[src/rtl/bitserial_cmp_ctrl_pkg.sv]
`default_nettype none
// ============================================================================
// Module   : bitserial_cmp_ctrl_pkg
// Brief    : Shared state and result encodings for the bit-serial comparator.
// Revision : 1.0 - initial release
// ============================================================================
package bitserial_cmp_ctrl_pkg;

  typedef enum logic [1:0] {
    S_IDLE  = 2'd0,
    S_SHIFT = 2'd1,
    S_DONE  = 2'd2
  } state_t;

  // One-hot result vector, ordered {gt, eq, lt}
  localparam logic [2:0] C_RES_NONE = 3'b000;
  localparam logic [2:0] C_RES_GT   = 3'b100;
  localparam logic [2:0] C_RES_EQ   = 3'b010;
  localparam logic [2:0] C_RES_LT   = 3'b001;

endpackage
`default_nettype wire

[src/rtl/bitserial_cmp_ctrl_if.sv]
`default_nettype none
// ============================================================================
// Module   : bitserial_cmp_ctrl_if
// Brief    : Request/result bundle of the bit-serial comparator controller.
// Revision : 1.0 - initial release
// ============================================================================
interface bitserial_cmp_ctrl_if #(
  parameter int WIDTH = 8
);
  localparam int CW = $clog2(WIDTH + 1);

  logic             start;
  logic [WIDTH-1:0] a_in;
  logic [WIDTH-1:0] b_in;
  logic             busy;
  logic             done;
  logic             gt;
  logic             eq;
  logic             lt;
  logic [CW-1:0]    bits_used;

  modport master (
    output start, a_in, b_in,
    input  busy, done, gt, eq, lt, bits_used
  );

  modport slave (
    input  start, a_in, b_in,
    output busy, done, gt, eq, lt, bits_used
  );

endinterface
`default_nettype wire

[src/rtl/bitserial_cmp_ctrl_cmp1_cell.sv]
`default_nettype none
// ============================================================================
// Module   : cmp1_cell
// Brief    : Purely combinational 1-bit magnitude comparator.
// Revision : 1.0 - initial release
// ============================================================================
module cmp1_cell (
  input  wire logic i_a,
  input  wire logic i_b,
  output logic      o_gt,
  output logic      o_eq,
  output logic      o_lt
);

  assign o_gt = i_a & ~i_b;
  assign o_lt = ~i_a & i_b;
  assign o_eq = ~(i_a ^ i_b);

endmodule
`default_nettype wire

[src/rtl/bitserial_cmp_ctrl.sv]
`default_nettype none
// ============================================================================
// Module   : bitserial_cmp_ctrl
// Brief    : Feeds two operands MSB-first through one 1-bit comparator cell.
// Revision : 1.0 - initial release
// ============================================================================
module bitserial_cmp_ctrl
  import bitserial_cmp_ctrl_pkg::*;
#(
  parameter int WIDTH      = 8,
  parameter bit EARLY_EXIT = 1'b1
) (
  input  wire logic            clk,
  input  wire logic            rst,
  bitserial_cmp_ctrl_if.slave  bus
);

  localparam int CW = $clog2(WIDTH + 1);

  state_t           r_state;
  state_t           w_state_nxt;
  logic [WIDTH-1:0] r_sa;
  logic [WIDTH-1:0] r_sb;
  logic [CW-1:0]    r_cnt;
  logic [CW-1:0]    r_bits_used;
  logic             r_decided;
  logic [2:0]       r_res;

  logic             w_gt;
  logic             w_eq;
  logic             w_lt;
  logic             w_last;
  logic             w_finish;

  cmp1_cell u_cell (
    .i_a  (r_sa[WIDTH-1]),
    .i_b  (r_sb[WIDTH-1]),
    .o_gt (w_gt),
    .o_eq (w_eq),
    .o_lt (w_lt)
  );

  assign w_last   = (r_cnt == CW'(WIDTH - 1));
  assign w_finish = w_last | (EARLY_EXIT & ~w_eq);

  always_ff @(posedge clk or posedge rst) begin
    if (rst) begin
      r_state <= S_IDLE;
    end else begin
      r_state <= w_state_nxt;
    end
  end

  always_comb begin
    w_state_nxt = r_state;
    case (r_state)
      S_IDLE:  if (bus.start) w_state_nxt = S_SHIFT;
      S_SHIFT: if (w_finish)  w_state_nxt = S_DONE;
      S_DONE:  w_state_nxt = S_IDLE;
      default: w_state_nxt = S_IDLE;
    endcase
  end

  always_ff @(posedge clk or posedge rst) begin
    if (rst) begin
      r_sa        <= '0;
      r_sb        <= '0;
      r_cnt       <= '0;
      r_bits_used <= '0;
      r_decided   <= 1'b0;
      r_res       <= C_RES_NONE;
    end else begin
      case (r_state)
        S_IDLE: begin
          if (bus.start) begin
            r_sa      <= bus.a_in;
            r_sb      <= bus.b_in;
            r_cnt     <= '0;
            r_decided <= 1'b0;
            r_res     <= C_RES_NONE;
          end
        end
        S_SHIFT: begin
          r_sa  <= r_sa << 1;
          r_sb  <= r_sb << 1;
          r_cnt <= r_cnt + 1'b1;
          // Only the first unequal bit (from the MSB) decides the result
          if (!w_eq && !r_decided) begin
            r_res     <= w_gt ? C_RES_GT : C_RES_LT;
            r_decided <= 1'b1;
          end
          if (w_finish) begin
            r_bits_used <= (EARLY_EXIT && !w_eq) ? r_cnt + 1'b1 : CW'(WIDTH);
            if (w_last && w_eq && !r_decided) begin
              r_res <= C_RES_EQ;
            end
          end
        end
        default: ;
      endcase
    end
  end

  assign bus.busy      = (r_state != S_IDLE);
  assign bus.done      = (r_state == S_DONE);
  assign bus.gt        = r_res[2];
  assign bus.eq        = r_res[1];
  assign bus.lt        = r_res[0];
  assign bus.bits_used = r_bits_used;

  // w_lt is implied by r_res encoding but kept on the cell for completeness
  logic w_unused;
  assign w_unused = w_lt;

endmodule
`default_nettype wire

[src/flat_wrapper.sv]
// flat-port wrapper written by rule: the top's interface ports become plain ports
module bitserial_cmp_ctrl_flat import bitserial_cmp_ctrl_pkg::*;
#(
  parameter int WIDTH      = 8,
  parameter bit EARLY_EXIT = 1'b1
)
  (clk, rst, bus_start, bus_a_in, bus_b_in, bus_busy, bus_done, bus_gt, bus_eq, bus_lt, bus_bits_used);
  bitserial_cmp_ctrl_if #(.WIDTH(WIDTH)) bus_i ();
  input  wire logic clk;
  input  wire logic rst;
  input wire logic [$bits(bus_i.start)-1:0] bus_start;
  input wire logic [$bits(bus_i.a_in)-1:0] bus_a_in;
  input wire logic [$bits(bus_i.b_in)-1:0] bus_b_in;
  output wire logic [$bits(bus_i.busy)-1:0] bus_busy;
  output wire logic [$bits(bus_i.done)-1:0] bus_done;
  output wire logic [$bits(bus_i.gt)-1:0] bus_gt;
  output wire logic [$bits(bus_i.eq)-1:0] bus_eq;
  output wire logic [$bits(bus_i.lt)-1:0] bus_lt;
  output wire logic [$bits(bus_i.bits_used)-1:0] bus_bits_used;
  assign bus_i.start = bus_start;
  assign bus_i.a_in = bus_a_in;
  assign bus_i.b_in = bus_b_in;
  assign bus_busy = bus_i.busy;
  assign bus_done = bus_i.done;
  assign bus_gt = bus_i.gt;
  assign bus_eq = bus_i.eq;
  assign bus_lt = bus_i.lt;
  assign bus_bits_used = bus_i.bits_used;
  bitserial_cmp_ctrl #(.WIDTH(WIDTH), .EARLY_EXIT(EARLY_EXIT)) u_core (.clk(clk), .rst(rst), .bus(bus_i));
endmodule
[config.mk]
export PLATFORM = sky130hd
export DESIGN_NAME = bitserial_cmp_ctrl_flat
export DESIGN_NICKNAME = d
export VERILOG_FILES = /design/src/rtl/bitserial_cmp_ctrl_pkg.sv /design/src/rtl/bitserial_cmp_ctrl_if.sv /design/src/rtl/bitserial_cmp_ctrl_cmp1_cell.sv /design/src/rtl/bitserial_cmp_ctrl.sv /design/src/flat_wrapper.sv
export SDC_FILE = /design/constraint.sdc
export NUM_CORES = 1
export LEC_CHECK = 0
export ABC_AREA = 1
export BUFFER_PORTS_ARGS = -buffer_cell sky130_fd_sc_hd__buf_2
export CAP_MARGIN = 25
export CORE_ASPECT_RATIO = 0.9
export CORE_MARGIN = 1
export CORE_UTILIZATION = 35
export DETAILED_ROUTE_END_ITERATION = 10
export GPL_TIMING_DRIVEN = 1
export PLACE_DENSITY = 0.56
export SLEW_MARGIN = 20
export SYNTH_ARGS = -nofsm -noshare
export SYNTH_HDL_FRONTEND = slang
export SYNTH_SLANG_ARGS = --single-unit
[constraint.sdc]
create_clock -name clk -period 2.25 [get_ports clk]
set_input_delay 0.1125 -clock clk [delete_from_list [all_inputs] [get_ports clk]]
set_output_delay 0.1125 -clock clk [all_outputs]
set_load 0.05 [all_outputs]
# Word level (Yosys, flattened, before mapping)
# Index checks and enable logic that the tools add are counted.
# classes
n_addsub,1
eq_ne,6
n_mux,19
bitwise,5
reduce_logical,11
# ops
op,count
case mux 8 bit (2 select lines),2
2-to-1 mux 8 bit,2
2-to-1 mux 3 bit,5
2-to-1 mux 4 bit,2
case mux 4 bit (2 select lines),1
case mux 3 bit (2 select lines),1
AND reduction 2 bit,3
"adder 4 x 1 -> 4 bit, second input constant",1
"== test 4 x 3 -> 1 bit, second input constant",1
2-to-1 mux 2 bit,2
"inequality test 2 x 1 -> 1 bit, second input constant",2
case mux 2 bit (2 select lines),1
nonzero test 2 bit,2
logical AND 1 bit,3
AND reduction 3 bit,1
"== test 2 x 1 -> 1 bit, second input constant",1
"== test 2 bit, second input constant",1
zero test 2 bit,1
2-to-1 mux 1 bit,2
"inequality test 2 bit, second input constant",1
inverter 1 bit,2
case mux 1 bit (2 select lines),1
AND 1 bit,1
zero test 1 bit,1
other kinds (2),2
# totals
regBits,30
input_bits,19
output_inout_bits,9
wordCells,49

# Logic depth before layout (Yosys ltp)
# logic_depth
word_depth,7
mapped_depth,8
ltp_nobuf,8

# By module
# From an unflattened synthesis, not the netlist that was laid out.
# unflattened
hier_cells,170
hier_area_um2,1482.7
# modules_own_cells
mod,n_inst,cells_per_inst,area_per_inst_um2,seq_area_each_um2
bitserial_cmp_ctrl,1,166,1450.1,750.7
cmp1_cell,1,4,32.5,0.0

# Worst setup path before layout
# Ideal clock, no wire load.
# synth_path
kind,register -> register
from,reg u_core.r_sa[7]
to,reg u_core.r_res[2]
setup_time_ps,118
t_arrival_ps,1143
required_ps,2132
setup_slack_ps,989
stages_incl_launch_ff,7
n_path_buf,0
period_less_slack_ps,1261
path_cell_list,dfrtp_1 ha_1 inv_1 nor2_1 nand2_1 nand3_1 nand2_1
# synth_via
elab_chain_len,7
word_cells_on_any_way,12
classes_between,5 x mux; 4 x bitwise; 3 x reduce/logical
# synth_rtl
element,line_no,rtl
"start, declared",bitserial_cmp_ctrl.sv:22,logic [WIDTH-1:0] r_sa;
"start signal, assigned",bitserial_cmp_ctrl.sv:76,r_sa <= bus.a_in;
"start signal, assigned",bitserial_cmp_ctrl.sv:84,r_sa <= r_sa << 1;
"parallel branches: the longest is 5 deep, another holds 2-to-1 mux 3 bit",-,
2-to-1 mux 3 bit (*),bitserial_cmp_ctrl.sv:92,if (w_finish) begin
case mux 3 bit (2 select lines) (*),bitserial_cmp_ctrl.sv:73,case (r_state)
"end signal, assigned",bitserial_cmp_ctrl.sv:89,r_res <= w_gt ? C_RES_GT : C_RES_LT;
"end, declared",bitserial_cmp_ctrl.sv:27,logic [2:0] r_res;
# Every way passes the cells marked *.
# A chain may end at the register's enable or synchronous reset.

# Final worst setup path
# Same ends and word-level chain as after synthesis.

==> impl_metrics.yaml <==
drt:
  wl_met3_microns: 122
  top_layer: "met4"
  wire_per_inst_microns: 10.4
  drt-initial-drc-count: 28
  drt_wl_total_mm: 2.89
  drc: 0
  m1WireLength_mm: 1.56
  firstDrtPassIters: 6
  vias: 1222
  ant_nets: 0
  vias_per_cell: 4.41
  wl_met2_mm: 1.17
setup_path:
  max_stage_delay_ns: 0.40
  path_class: "flip-flop to flip-flop"
  path_max_fanout: 7
  cp_common_cell: "nand2_1"
  path_cells: "ha_1 > inv_1 > nor2_1 > nand2_1 > nand3_1 > nand2_1"
  startpoint_type: "flip-flop"
  cp.arrival_ns: 1.58
  end_kind: "flip-flop"
  slowest_stage: "ha_1"
  crit_required_ns: 2.43
timing:
  setup_violations: 0
  slew_headroom: 0.743
  grt_setup_unrepaired: "false"
  worst_pin_slew_ns: 0.385
  max_freq_mhz: 712
  hold_violations: 0
  fin_crit_sh: 0.624
  drv_slew: 0
  period_minus_slack_ns: 1.40
  fin_worst_skew_ns: 0.00761
  tns_ns: 0
die:
  start_util: 0.365
  rows: 22
  dieArea_sq_mm: 0.00454
  die_y_microns: 64.0
  core_area_sq_mm: 0.00410
  die_x_microns: 70.9
  io_pins: 28
run:
  maxCapViolCount: 0
synthesis:
  synth_edf_count: 0
  netlist_top_cells_count: "72 x nand2_1, 33 x inv_1, 30 x dfrtp_1"
  synth_area_leaders: "dfrtp_1 50%, nand2_1 18%, inv_1 8.3%, nand3_1 5.7%, o21ai_0 5.4%"
  yosysWarningCount: 0
  yosysSeqAreaShare: 0.502
  synth_ff_type: "dfrtp_1"
  yosysTopAreaCell: "dfrtp_1"
  synthArstFlopShare: 1.00
  synth_cell_types: 18
  postSynthAreaPerCell_sq_um: 7.60
  synthesis.nets: 218
  ys_seq_elements: 30
  synth_top_area_share: 0.502
  synth_area_sq_mm: 0.00150
  syn-instance-count: 197
  synth_most_common_cell: "nand2_1"
power_and_ir_drop:
  p_leak_nw: 1.00
  powerDensity_mw_per_mm2: 1480
  p_total_mw: 2.62
  peakVddDrop_mv: 0.614
global_route:
  grt_pass1_vias: 1192
  overflow: 0
  grt_pass1_wl_mm: 5.27
  antenna_found_initial: 0
  track_usage: 0.153
  grt_max_degree: 31
finish:
  n_fill_cell: 435
  final_nets: 249
  drive_gt1_frac: 0.192
  area_growth_pct: 17.9
  diodes: 0
  final_area_sq_mm: 0.00176
  multi_input_area_sq_um: 553
  ff_latch_area_sq_um: 751
placed_design:
  dp_hpwl_mm: 1.97
  detailed_place.area_sq_mm: 0.00166
  place.gp.congestion: 0.781
  io_buffer_count: 27
outcome:
  status: "finished, final reports clean"
clock_tree:
  path_clk_slew_ns: 0.07
  cts.root.buffer_cell: "clkbuf_8"
  ctsResizeCount: 0
  post_cts_buffers: 0
  h-tree-depth: 2
  worstSkewPairLatency_ns: 0.28
  cts_hold_buf: 1
  cts_tree: "yes"
  numCtsBuffers: 5
  clock_sinks: 30
  clock_path_buffers: 2
hold_path:
  min_path_type: "input port to flip-flop"
## metal layers
| layer | track usage | up-vias |
|---|---|---|
| met3 | 0.0410 | 5 |
| met4 | 0.0600 | 0 |
| met2 | 0.220 | 29 |
| met5 | 0 | - |
| met1 | 0.217 | 529 |
| li1 | - | 659 |
## cell type report
class / count / share of cell area
clock inverter: 2 / 0.00709
sequential: 30 / 0.426
tap: 48 / 0.0340
timing repair buffer: 31 / 0.0950
clock buffer: 6 / 0.0468
multi-input combinational: 124 / 0.313
inverter: 36 / 0.0780
## flip-flops by register name, summed over array words and instances, names as in the netlist
| name | cells |
|---|---|
| u_core.bus.bits_used | 4 |
| u_core.r_sa | 8 |
| u_core.r_decided | 1 |
| u_core.r_state | 2 |
| u_core.r_res | 3 |
| u_core.r_cnt | 4 |
| u_core.r_sb | 8 |
## power by group
| group | internal (mW) | switching (mW) |
|---|---|---|
| logic | 0.373 | 0.913 |
| registers | 0.783 | 0.101 |
| clock network | 0.245 | 0.203 |
## path summary, 6_finish.rpt
check                      cells after the start  slack (ns)                        from                          end
min reg2reg                                    2        0.48  u_core.r_sb[6]$_DFFE_PP0P_   u_core.r_sb[6]$_DFFE_PP0P_
min in group asynchronous                      4        0.45                         rst   u_core.r_sa[1]$_DFFE_PP0P_
max in group asynchronous                      4        1.52                         rst   u_core.r_sa[5]$_DFFE_PP0P_
max                                            6        0.85  u_core.r_sa[7]$_DFFE_PP0P_  u_core.r_res[2]$_DFFE_PP0P_
max reg2reg                                    6        0.85  u_core.r_sa[7]$_DFFE_PP0P_  u_core.r_res[2]$_DFFE_PP0P_
min                                            3        0.05                 bus_b_in[0]   u_core.r_sb[0]$_DFFE_PP0P_
## kinds of logic (layout without fill, tap and decap cells)
logic type / after synthesis / count (layout) / share of synthesized area
AO/OA/AOI/OAI: 22 / 22 / 0.0786
flip-flops: 30 / 30 / 0.502
buffers and inverters: 43 / 75 / 0.129
AND/OR/NAND/NOR: 100 / 100 / 0.274
adder cells (fa/ha/maj): 2 / 2 / 0.0167
## metrics by stage
step	setup WS, ns	hold slack, ns	std cells	util
finish	0.846	0.0466	277	0.430
global route	0.714	0.0833	277	0.430
CTS	0.833	0.0486	277	0.430
detailed placement	0.842	0.212	268	0.405
global placement	0.873	0.208	268	0.405
floorplan	0.989	0.203	197	-
## layout by cell type, fill, tap and decap left out, types with 2 or more instances in the layout
| cell | n |
|---|---|
| o21ai_0 | 16 |
| o21ai_1 | 4 |
| clkbuf_8 | 6 |
| inv_2 | 2 |
| nand2_1 | 72 |
| nand3_1 | 17 |
| nand4_1 | 2 |
| buf_2 | 27 |
| inv_1 | 33 |
| nor2_1 | 7 |
| dfrtp_1 | 30 |
| ha_1 | 2 |
| buf_4 | 3 |
## worst max-delay path, delay by kind of cell, from the launching register on
kind / cells / cell delay [ns]
and+or+nand+nor: 4 / 0.41
buffers and inverters: 1 / 0.11
DFF: 1 / 0.38
adders and majority gates: 1 / 0.40
Power figures use the tool's default switching activity.
